<file path="config.mk">
export PLATFORM = sky130hd
export DESIGN_NAME = regfile_mp_flat
export DESIGN_NICKNAME = d
export VERILOG_FILES = /design/src/rtl/regfile_pkg.sv /design/src/rtl/regfile_if.sv /design/src/rtl/regfile_scoreboard.sv /design/src/rtl/regfile_mp.sv /design/src/flat_wrapper.sv
export SDC_FILE = /design/constraint.sdc
export NUM_CORES = 1
export LEC_CHECK = 0
export ABC_AREA = 0
export CORE_MARGIN = 1
export CORE_UTILIZATION = 25
export CTS_BUF_LIST = sky130_fd_sc_hd__clkbuf_4
export DETAILED_ROUTE_END_ITERATION = 10
export GPL_TIMING_DRIVEN = 0
export PLACE_DENSITY = 0.43
export SLEW_MARGIN = 5
export SYNTH_ARGS = -nofsm -noshare
export SYNTH_HDL_FRONTEND = slang
export SYNTH_HIERARCHICAL = 1
export SYNTH_SLANG_ARGS = --single-unit
export TNS_END_PERCENT = 50
</file>
<file path="constraint.sdc">
create_clock -name clk_i -period 6.5 [get_ports clk_i]
set_input_delay 1.3 -clock clk_i [delete_from_list [all_inputs] [get_ports clk_i]]
set_output_delay 1.3 -clock clk_i [all_outputs]
set_load 0.1 [all_outputs]
</file>
<file path="src/rtl/regfile_pkg.sv">
// regfile_pkg: shared types, default sizes and packed-port slicing helper
// for the multi-port register file.
package regfile_pkg;

    typedef enum logic [0:0] {
        INIT = 1'b0,
        RUN  = 1'b1
    } rf_state_t;

    localparam int RF_DATA_WIDTH = 32;
    localparam int RF_WORDS      = 32;

    // Low bit offset of slice `port` in a vector of `width`-bit slices.
    function automatic int rf_slice_lo(input int port, input int width);
        return port * width;
    endfunction

endpackage

</file>
<file path="src/rtl/regfile_if.sv">
// regfile_if: write, reserve and read-port bundle of the register file.
// The master side drives the control unit's requests. The slave side is the register file.
interface regfile_if #(
    parameter int DATA_WIDTH  = 32,
    parameter int SELECT_SIZE = 5,
    parameter int READ_PORTS  = 2
);
    logic                              reg_we_i;
    logic [SELECT_SIZE-1:0]            reg_dst_i;
    logic [DATA_WIDTH-1:0]             data_i;
    logic                              rsv_i;
    logic [SELECT_SIZE-1:0]            reg_rsv_i;
    logic [READ_PORTS*SELECT_SIZE-1:0] reg_src_i;
    logic [READ_PORTS*DATA_WIDTH-1:0]  src_o;
    logic [READ_PORTS-1:0]             pending_o;
    logic                              ready_o;

    modport master (
        output reg_we_i, reg_dst_i, data_i, rsv_i, reg_rsv_i, reg_src_i,
        input  src_o, pending_o, ready_o
    );

    modport slave (
        input  reg_we_i, reg_dst_i, data_i, rsv_i, reg_rsv_i, reg_src_i,
        output src_o, pending_o, ready_o
    );
endinterface

</file>
<file path="src/rtl/regfile_scoreboard.sv">
// regfile_scoreboard: one write-pending bit per register.
// A reserve sets a bit and a write clears it. If both hit the same index in one cycle, the reserve wins.
// Optional macro REGFILE_BYPASS_EN: a same-cycle write hides the pending bit of the register it writes.
module regfile_scoreboard
    import regfile_pkg::*;
#(
    parameter int WORDS       = RF_WORDS,
    parameter int SELECT_SIZE = $clog2(WORDS),
    parameter int READ_PORTS  = 2
) (
    input  logic                              clk_i,
    input  logic                              rst_i,
    input  logic                              wr_en,
    input  logic [SELECT_SIZE-1:0]            wr_idx,
    input  logic                              rsv_en,
    input  logic [SELECT_SIZE-1:0]            rsv_idx,
    input  logic [READ_PORTS*SELECT_SIZE-1:0] src_idx,
    output logic [READ_PORTS-1:0]             pending
);
    logic [WORDS-1:0]       busy_r;
    logic [WORDS-1:0]       busy_n_s;
    logic [READ_PORTS-1:0]  pending_s;
    logic [SELECT_SIZE-1:0] idx_s;

    // Next pending vector: clear on write, then set on reserve.
    always_comb begin
        busy_n_s = busy_r;
        for (int w = 0; w < WORDS; w++) begin
            busy_n_s[w] = (busy_r[w] & ~(wr_en && (wr_idx == SELECT_SIZE'(w))))
                        | (rsv_en && (rsv_idx == SELECT_SIZE'(w)));
        end
    end

    // Pending vector register. Reset clears every bit.
    always_ff @(posedge clk_i or posedge rst_i) begin
        if (rst_i) begin
            busy_r <= '0;
        end else begin
            busy_r <= busy_n_s;
        end
    end

    // Per-port pending lookup.
    always_comb begin
        pending_s = '0;
        idx_s     = '0;
        for (int p = 0; p < READ_PORTS; p++) begin
            idx_s = src_idx[rf_slice_lo(p, SELECT_SIZE) +: SELECT_SIZE];
`ifdef REGFILE_BYPASS_EN
            if (wr_en && (wr_idx == idx_s)) begin
                pending_s[p] = rsv_en && (rsv_idx == idx_s);
            end else begin
                pending_s[p] = busy_r[idx_s];
            end
`else
            pending_s[p] = busy_r[idx_s];
`endif
        end
    end

    assign pending = pending_s;

endmodule

</file>
<file path="src/rtl/regfile_mp.sv">
// regfile_mp: register file with READ_PORTS combinational read ports, a write-pending
// scoreboard, and a sequencer that zero-fills the bank after reset.
// Optional macro REGFILE_BYPASS_EN: a write in RUN is forwarded to matching read ports in the same cycle.
module regfile_mp
    import regfile_pkg::*;
#(
    parameter int DATA_WIDTH  = RF_DATA_WIDTH,
    parameter int WORDS       = RF_WORDS,
    parameter int SELECT_SIZE = $clog2(WORDS),
    parameter int READ_PORTS  = 2,
    parameter int ZERO_REG    = 1
) (
    input  logic     clk_i,
    input  logic     rst_i,
    regfile_if.slave rf
);
    localparam logic [SELECT_SIZE-1:0] LAST_IDX = SELECT_SIZE'(WORDS - 1);

    rf_state_t                        state_r;
    rf_state_t                        state_n_s;
    logic [SELECT_SIZE-1:0]           counter_r;
    logic [SELECT_SIZE-1:0]           counter_n_s;
    logic                             ready_r;
    logic [DATA_WIDTH-1:0]            bank_r [WORDS];
    logic                             wr_en_s;
    logic                             rsv_en_s;
    logic [READ_PORTS*DATA_WIDTH-1:0] src_s;
    logic [SELECT_SIZE-1:0]           idx_s;

    // Writes and reserves count only in RUN. Index 0 is excluded when it is hardwired.
    assign wr_en_s  = (state_r == RUN) && !rf.reg_we_i &&
                      !((ZERO_REG != 0) && (rf.reg_dst_i == '0));
    assign rsv_en_s = (state_r == RUN) && rf.rsv_i &&
                      !((ZERO_REG != 0) && (rf.reg_rsv_i == '0));

    // Next state: INIT walks the counter up to the last index. RUN then holds.
    always_comb begin
        state_n_s   = state_r;
        counter_n_s = counter_r;
        case (state_r)
            INIT: begin
                counter_n_s = counter_r + SELECT_SIZE'(1);
                if (counter_r == LAST_IDX) begin
                    state_n_s = RUN;
                end else begin
                    state_n_s = INIT;
                end
            end
            RUN: begin
                state_n_s   = RUN;
                counter_n_s = counter_r;
            end
            default: begin
                state_n_s   = INIT;
                counter_n_s = '0;
            end
        endcase
    end

    // State, init counter and ready flag. Reset restarts INIT from index 0.
    always_ff @(posedge clk_i or posedge rst_i) begin
        if (rst_i) begin
            state_r   <= INIT;
            counter_r <= '0;
            ready_r   <= 1'b0;
        end else begin
            state_r   <= state_n_s;
            counter_r <= counter_n_s;
            ready_r   <= (state_n_s == RUN);
        end
    end

    // Bank write port: zero-fill during INIT, user writes in RUN.
    always_ff @(posedge clk_i) begin
        if (state_r == INIT) begin
            bank_r[counter_r] <= '0;
        end else if (wr_en_s) begin
            bank_r[rf.reg_dst_i] <= rf.data_i;
        end
    end

    // Read multiplexers. Output is zero in INIT and for a hardwired x0.
    always_comb begin
        src_s = '0;
        idx_s = '0;
        for (int p = 0; p < READ_PORTS; p++) begin
            idx_s = rf.reg_src_i[rf_slice_lo(p, SELECT_SIZE) +: SELECT_SIZE];
            if (state_r != RUN) begin
                src_s[rf_slice_lo(p, DATA_WIDTH) +: DATA_WIDTH] = '0;
            end else if ((ZERO_REG != 0) && (idx_s == '0)) begin
                src_s[rf_slice_lo(p, DATA_WIDTH) +: DATA_WIDTH] = '0;
`ifdef REGFILE_BYPASS_EN
            end else if (wr_en_s && (rf.reg_dst_i == idx_s)) begin
                src_s[rf_slice_lo(p, DATA_WIDTH) +: DATA_WIDTH] = rf.data_i;
`endif
            end else begin
                src_s[rf_slice_lo(p, DATA_WIDTH) +: DATA_WIDTH] = bank_r[idx_s];
            end
        end
    end

    regfile_scoreboard #(
        .WORDS       (WORDS),
        .SELECT_SIZE (SELECT_SIZE),
        .READ_PORTS  (READ_PORTS)
    ) u_scoreboard (
        .clk_i   (clk_i),
        .rst_i   (rst_i),
        .wr_en   (wr_en_s),
        .wr_idx  (rf.reg_dst_i),
        .rsv_en  (rsv_en_s),
        .rsv_idx (rf.reg_rsv_i),
        .src_idx (rf.reg_src_i),
        .pending (rf.pending_o)
    );

    assign rf.src_o   = src_s;
    assign rf.ready_o = ready_r;

endmodule

</file>
<file path="src/flat_wrapper.sv">
// flat-port wrapper written by rule: the top's interface ports become plain ports
module regfile_mp_flat import regfile_pkg::*;
#(
    parameter int DATA_WIDTH  = RF_DATA_WIDTH,
    parameter int WORDS       = RF_WORDS,
    parameter int SELECT_SIZE = $clog2(WORDS),
    parameter int READ_PORTS  = 2,
    parameter int ZERO_REG    = 1
)
  (clk_i, rst_i, rf_reg_we_i, rf_reg_dst_i, rf_data_i, rf_rsv_i, rf_reg_rsv_i, rf_reg_src_i, rf_src_o, rf_pending_o, rf_ready_o);
  regfile_if #(.DATA_WIDTH(DATA_WIDTH), .SELECT_SIZE(SELECT_SIZE), .READ_PORTS(READ_PORTS)) rf_i ();
  input  logic clk_i;
  input  logic rst_i;
  input wire logic [$bits(rf_i.reg_we_i)-1:0] rf_reg_we_i;
  input wire logic [$bits(rf_i.reg_dst_i)-1:0] rf_reg_dst_i;
  input wire logic [$bits(rf_i.data_i)-1:0] rf_data_i;
  input wire logic [$bits(rf_i.rsv_i)-1:0] rf_rsv_i;
  input wire logic [$bits(rf_i.reg_rsv_i)-1:0] rf_reg_rsv_i;
  input wire logic [$bits(rf_i.reg_src_i)-1:0] rf_reg_src_i;
  output wire logic [$bits(rf_i.src_o)-1:0] rf_src_o;
  output wire logic [$bits(rf_i.pending_o)-1:0] rf_pending_o;
  output wire logic [$bits(rf_i.ready_o)-1:0] rf_ready_o;
  assign rf_i.reg_we_i = rf_reg_we_i;
  assign rf_i.reg_dst_i = rf_reg_dst_i;
  assign rf_i.data_i = rf_data_i;
  assign rf_i.rsv_i = rf_rsv_i;
  assign rf_i.reg_rsv_i = rf_reg_rsv_i;
  assign rf_i.reg_src_i = rf_reg_src_i;
  assign rf_src_o = rf_i.src_o;
  assign rf_pending_o = rf_i.pending_o;
  assign rf_ready_o = rf_i.ready_o;
  regfile_mp #(.DATA_WIDTH(DATA_WIDTH), .WORDS(WORDS), .SELECT_SIZE(SELECT_SIZE), .READ_PORTS(READ_PORTS), .ZERO_REG(ZERO_REG)) u_core (.clk_i(clk_i), .rst_i(rst_i), .rf(rf_i));
endmodule
</file>
==> impl_metrics.tcl, run 1 <==
set metrics [dict create \
    end_kind "output port" \
    hold_class "in2async" \
    grt_usage_pct 18.9 \
    crit_fanout 10 \
    switchingPower_w 0.00410 \
    arrival_ps 5350 \
    status "finished, violations left" \
    grt_max_degree 33 \
    clk_latency_ps 1300 \
    cp-start-kind "input port" \
    synth_top_area_share_pct 61.6 \
    p_clk_share_pct 39.6 \
    cts.sinks 1030 \
    cts_tree "built" \
    crit_type "in2out" \
    top_usage_layer "met2" \
    ir_worst_vdd_mv 0.133 \
    drtAntennaViolNets 0 \
    slowest_delay_ps 890 \
    instances_no_fill 6312 \
    max_freq_mhz 150 \
    drtIter0Drc 3416 \
    num_rows 161 \
    ys_seq_area_share_pct 63.6 \
    clockRootBuffer "clkbuf_4" \
    maxSlewViolCount 0 \
    finalWirelength_mm 189 \
    path_cells "clkdlybuf4s50_1, clkbuf_2, clkdlybuf4s15_1, mux2i_1, a22oi_1, a22oi_1, nand4_1, clkdlybuf4s15_2" \
    synth_cell_types 48 \
    pwr-share-seq_pct 49.0 \
    place.gp.congestion 0.885 \
    drv_cap 0 \
    p_per_area_nw_per_um2 259 \
    die_area_um2 195000 \
    ys_ff_latch 1030 \
    final_nets 3660 \
    initial_core_util_pct 25.1 \
    use_met3_pct 3.40 \
    rsz0062_at_grt "true" \
    hold_buffers 0 \
    hold_slack_ps 445 \
    min_period_ps 6650 \
    dp.cells 5817 \
    yosysWarnings 6 \
    intPower_w 0.0109 \
    ioPinCount 123 \
    grt_use_met1_pct 24.5 \
    core_um2 192000 \
    grt_pass1_vias 33900 \
    gr-usage-met2_pct 30.3 \
    cts_buffers 309 \
    fp.dieH_um 442 \
    cellLeakagePower_nw 21.0 \
    slew_headroom_pct 6.97 \
    p_sw_share_pct 27.3 \
    worst_slack_ps -147 \
    pwr-share-comb_pct 11.4 \
    async_flop_share_pct 3.69 \
    setup_viol 3 \
    io_buffers 122 \
    cp_data_required_time_ps 5200 \
    antenna_found_initial 6 \
    drc_errors 0 \
    yosysTopAreaCell "edfxtp_1" \
    area_delta_synth_final_pct 19.8 \
    synth.net_count 3134 \
    die_width_um 442 \
    h-tree-depth 5 \
    clockBufferDepth 4 \
    synth-edff-count 992 \
    worstMarginPinSlew_ps 1400 \
    grt-ovfl-total 0 \
    timing.final.hold_violations 0 \
    fin_skew_ps 127 \
    vias 33100 \
    dr.pass1.iters 5 \
    drive_gt1_share_pct 26.6 \
    post-dp-hpwl_mm 135 \
    cpMostUsedCell "a22oi_1" \
    synthCells 3076 \
    ys.flop_type "edfxtp_1" \
    viasPerCell 5.25 \
    p_total_w 0.0150 \
    cp_slowest_cell "clkdlybuf4s15_1" \
    synthTopCellsByArea "edfxtp_1 62%, mux2i_1 13%, mux4_2 8.9%" \
    syn_avg_cell_area_um2 15.7 \
    netlist_area_um2 48400 \
    violations "setup timing" \
    wl_per_cell_um 29.9 \
    tns_ps -162 \
    timing.final.crit_share_pct 102 \
    clkTransAtPathRegs_ps 60 \
    grt_pass1_wl_mm 259 \
]
final cells by class:
cell class              instances  area [µm²]
inverters                       9        33.8
fillers                     19300      134000
clock inverters                58         303
clock buffers                 430        3230
repair buffers                215        2450
plain buffers                 238        1180
diodes                          7        17.5
multi-input cells            1799       16800
well taps                    2526        3160
flip-flops and latches       1030       30700
registers in the layout (all words and copies together), names as in the netlist:
name,count
u_core/bank_r,992
u_core/u_scoreboard/busy_r,32
u_core/counter_r,5
u_core/rf.ready_o,1
through the flow:
stage,utilization (%),setup WS [ps],instance area (µm²)
after floorplan,-,625,48400
after global placement,27.4,-5560,52700
after detailed placement,28.1,-1350,54100
after CTS,30.1,-110,57900
after global routing,30.1,-23.6,57900
final,30.1,-147,57900
cell usage after synthesis, drive strengths merged, types with 12 or more instances:
library cell  count
mux4            192
nand3            12
mux2i           608
nor2             35
and2             38
o22ai           192
buf              88
nand2b           15
a22oi           201
o21ai           128
nor3             15
nand2           149
edfxtp          992
clkbuf          150
a221oi           64
dfrtp            38
nand4            66
cell families after synthesis:
family | count (synthesis) | synth area share (%)
multiplexers | 802 | 21.6
AO/OA/AOI/OAI | 611 | 8.52
flip-flops | 1030 | 63.6
XOR/XNOR | 3 | 0.0544
AND/OR/NAND/NOR | 381 | 4.02
adder cells (fa/ha/maj) | 2 | 0.0517
buffers and inverters | 247 | 2.21
metal layers:
layer	wire [µm]	part of all wire (%)
met1	79400	42
met2	88100	47
met3	11800	6.3
met4	9190	4.9
met5	0	0
placed cells by master (no fill, tap or decap), drive strengths merged, types with 15 or more instances in the layout:
cell | Yosys | final
nand2b | 15 | 15
nor2 | 35 | 35
buf | 88 | 173
clkdlybuf4s15 | 0 | 63
a221oi | 64 | 64
clkbuf | 150 | 587
nand2 | 149 | 149
dfrtp | 38 | 38
clkinv | 0 | 52
mux2i | 608 | 608
nand4 | 66 | 66
clkdlybuf4s50 | 0 | 58
o22ai | 192 | 192
mux4 | 192 | 192
and2 | 38 | 38
edfxtp | 992 | 992
a22oi | 201 | 201
o21ai | 128 | 128
nor3 | 15 | 15
worst max-delay path: cells and delay by family:
kind,cells,cell delay [ps]
compound gates,2,550
buf+inv,4,2640
mux,1,260
simple gates,1,550
power groups by stage:
stage	sequential, W	combinational [W]	clock, W
6_report	0.00735	0.00171	0.00594
5_1_grt	0.00735	0.00177	0.00648
4_1_cts	0.00735	0.00171	0.00615
3_5_place_dp	0.00749	0.00171	0
3_3_place_gp	0.00750	0.00169	0
2_1_floorplan	0.00748	0.00103	0
worst paths after layout:
check / from / endpoint / slack, ps / cells past startpoint
max: rf_reg_src_i[6] / rf_src_o[62] / -150 / 8
min: rst_i / u_core/rf.ready_o / 440 / 2
max reg2reg: u_core/rf.ready_o / u_core/bank_r[22][13] / 2550 / 8
min reg2reg: u_core/u_scoreboard/busy_r[17] / u_core/u_scoreboard/busy_r[17] / 540 / 2
max in group asynchronous: rst_i / u_core/u_scoreboard/busy_r[7] / 5420 / 2
min in group clk_i: u_core/u_scoreboard/busy_r[17] / u_core/u_scoreboard/busy_r[17] / 540 / 2
repair_timing:
item                       in CTS  in global routing
setup endpoints to repair      64                 44
setup buffers                   0                  0
resized for setup             270                 44
cloned                          0                  0
No activity file was read; power rests on OpenSTA's default activity.
==> inputs of run 2 (changes only) <==
PLACE_DENSITY = 0.47   (was 0.43)
==> impl_metrics.tcl, run 2 (synthesis results as in run 1) <==
set metrics [dict create \
    num_rows 161 \
    rsz0062_at_grt "true" \
    place.gp.congestion 0.854 \
    drc_errors 0 \
    vias 33500 \
    io_buffers 122 \
    drtAntennaViolNets 0 \
    dp.cells 5823 \
    area_delta_synth_final_pct 20.5 \
    finalWirelength_mm 185 \
    clk_latency_ps 1270 \
    timing.final.hold_violations 0 \
    largest_reg_flops 992 \
    grt_max_degree 33 \
    placed_area_um2 54200 \
    p_clk_share_pct 40.2 \
    clkTransAtPathRegs_ps 70 \
    status "finished, violations left" \
    grt-ovfl-total 0 \
    cp_slowest_cell "clkdlybuf4s50_1" \
    intPower_w 0.0110 \
    final_nets 3675 \
    fin_skew_ps 81.6 \
    antenna_found_initial 5 \
    grt_pass1_wl_mm 254 \
    final_common_cell "edfxtp_1" \
    cts_tree "built" \
    grt_pass1_vias 33700 \
    arrival_ps 5250 \
    slowest_delay_ps 640 \
    grt_usage_pct 18.4 \
    post-dp-hpwl_mm 132 \
    hold_class "in2async" \
    dr.pass1.iters 8 \
    p_per_area_nw_per_um2 260 \
    instances_no_fill 6355 \
    initial_core_util_pct 25.1 \
    min_period_ps 6550 \
    cts.sinks 1030 \
    worst_slack_ps -51.1 \
    switchingPower_w 0.00413 \
    cp_data_required_time_ps 5200 \
    worstMarginPinSlew_ps 1250 \
    max_freq_mhz 153 \
    final_area_um2 58300 \
    ir_worst_vdd_mv 0.182 \
    crit_type "in2out" \
    path_cells "clkdlybuf4s50_1, buf_2, nor2_1, clkbuf_1, a221oi_1, a22oi_1, nand4_1, clkdlybuf4s15_2" \
    clockRootBuffer "clkbuf_4" \
    crit_fanout 10 \
    core_um2 192000 \
    top_register "u_core/bank_r" \
    fill_cells 19100 \
    die_width_um 442 \
    end_kind "output port" \
    wl_per_cell_um 29.0 \
    h-tree-depth 5 \
    cp-start-kind "input port" \
    violations "setup timing" \
    drive_gt1_share_pct 27.0 \
    top_regs "u_core/bank_r x992, u_core/u_scoreboard/busy_r x32, u_core/counter_r x5" \
    slew_headroom_pct 16.7 \
    fp.dieH_um 442 \
    pwr-share-comb_pct 11.2 \
    clockBufferDepth 4 \
    cellLeakagePower_nw 21.2 \
    ioPinCount 123 \
    setup_viol 5 \
    layout_common_cells "992 x edfxtp_1, 608 x mux2i_1, 453 x clkbuf_4" \
    drv_cap 0 \
    p_sw_share_pct 27.3 \
    die_area_um2 195000 \
    maxSlewViolCount 0 \
    drtIter0Drc 3295 \
    timing.final.crit_share_pct 101 \
    cts_buffers 311 \
    viasPerCell 5.26 \
    pwr-share-seq_pct 48.6 \
]
-- run 2: cell types whose count changed in the layout (fill, tap and decap cells not counted), sizes merged, moves of 2 or more --
cell and delta:
buf +20, clkbuf +7, clkdlybuf4s15 +6, clkdlybuf4s18 -2, clkinv +9, inv +3
-- run 2: critical path, delay by kind of cell --
kind / cells / cell delay (ps)
AOI/OAI and AO/OA: 2 / 840
and+or+nand+nor: 2 / 920
buffers and inverters: 4 / 2190
-- run 2: final cells by class --
class | count | area, µm² | share of cell area, %
diodes | 8 | 20.0 | 0.0344
plain buffers | 235 | 1160 | 1.99
clock buffers | 448 | 3360 | 5.77
clock inverters | 69 | 319 | 0.547
inverters | 9 | 33.8 | 0.0580
multi-input cells | 1799 | 16800 | 28.8
flip-flops and latches | 1030 | 30700 | 52.7
well taps | 2526 | 3160 | 5.42
repair buffers | 231 | 2690 | 4.62
-- run 2: path summary, 6_finish.rpt --
check	start	to	slack (ps)	depth (start not counted)
worst max-delay path	rf_reg_src_i[0]	rf_src_o[21]	-50	8
min in group clk_i	u_core/u_scoreboard/busy_r[0]	u_core/u_scoreboard/busy_r[0]	550	2
worst min-delay path	rst_i	u_core/counter_r[0]	350	2
worst min register to register	u_core/u_scoreboard/busy_r[0]	u_core/u_scoreboard/busy_r[0]	550	2
worst max register to register	u_core/rf.ready_o	u_core/bank_r[21][4]	2450	8
max in group asynchronous	rst_i	u_core/u_scoreboard/busy_r[12]	5560	3
-- run 2: timing repair --
| action | in CTS | in global routing |
|---|---|---|
| endpoints found under the setup margin | 64 | 37 |
| gates resized for setup | 263 | 34 |
| hold buffers | 0 | 0 |
| pin swaps | 2 | 0 |
| setup buffers | 8 | 0 |
-- run 2: through the flow --
step	power, W	worst slack, ps	setup TNS [ps]	hold WS, ps	util [%]
2_1_floorplan	0.00851	625	0	491	-
3_3_place_gp	0.00916	-5660	-2039300	526	27.4
3_5_place_dp	0.00919	-1670	-88390	536	28.2
4_1_cts	0.0153	-193	-245	281	30.2
5_1_grt	0.0157	-24.4	-65.2	308	30.3
6_report	0.0151	-51.1	-122	351	30.3
-- run 2: routing by layer --
layer  GRT usage [%]  wire length [µm]  share of wire, %
met5               0                 0                 0
met1            23.5             76000                41
met3            3.79             13200               7.1
met4            8.01              7440               4.0
met2            30.2             88000                48
-- run 2: power by group through the flow --
stage | registers (W) | clock network (W) | logic (W)
6_report | 0.00735 | 0.00608 | 0.00170
3_3_place_gp | 0.00750 | 0 | 0.00166
5_1_grt | 0.00735 | 0.00662 | 0.00176
3_5_place_dp | 0.00749 | 0 | 0.00170
4_1_cts | 0.00735 | 0.00626 | 0.00170
2_1_floorplan | 0.00748 | 0 | 0.00103
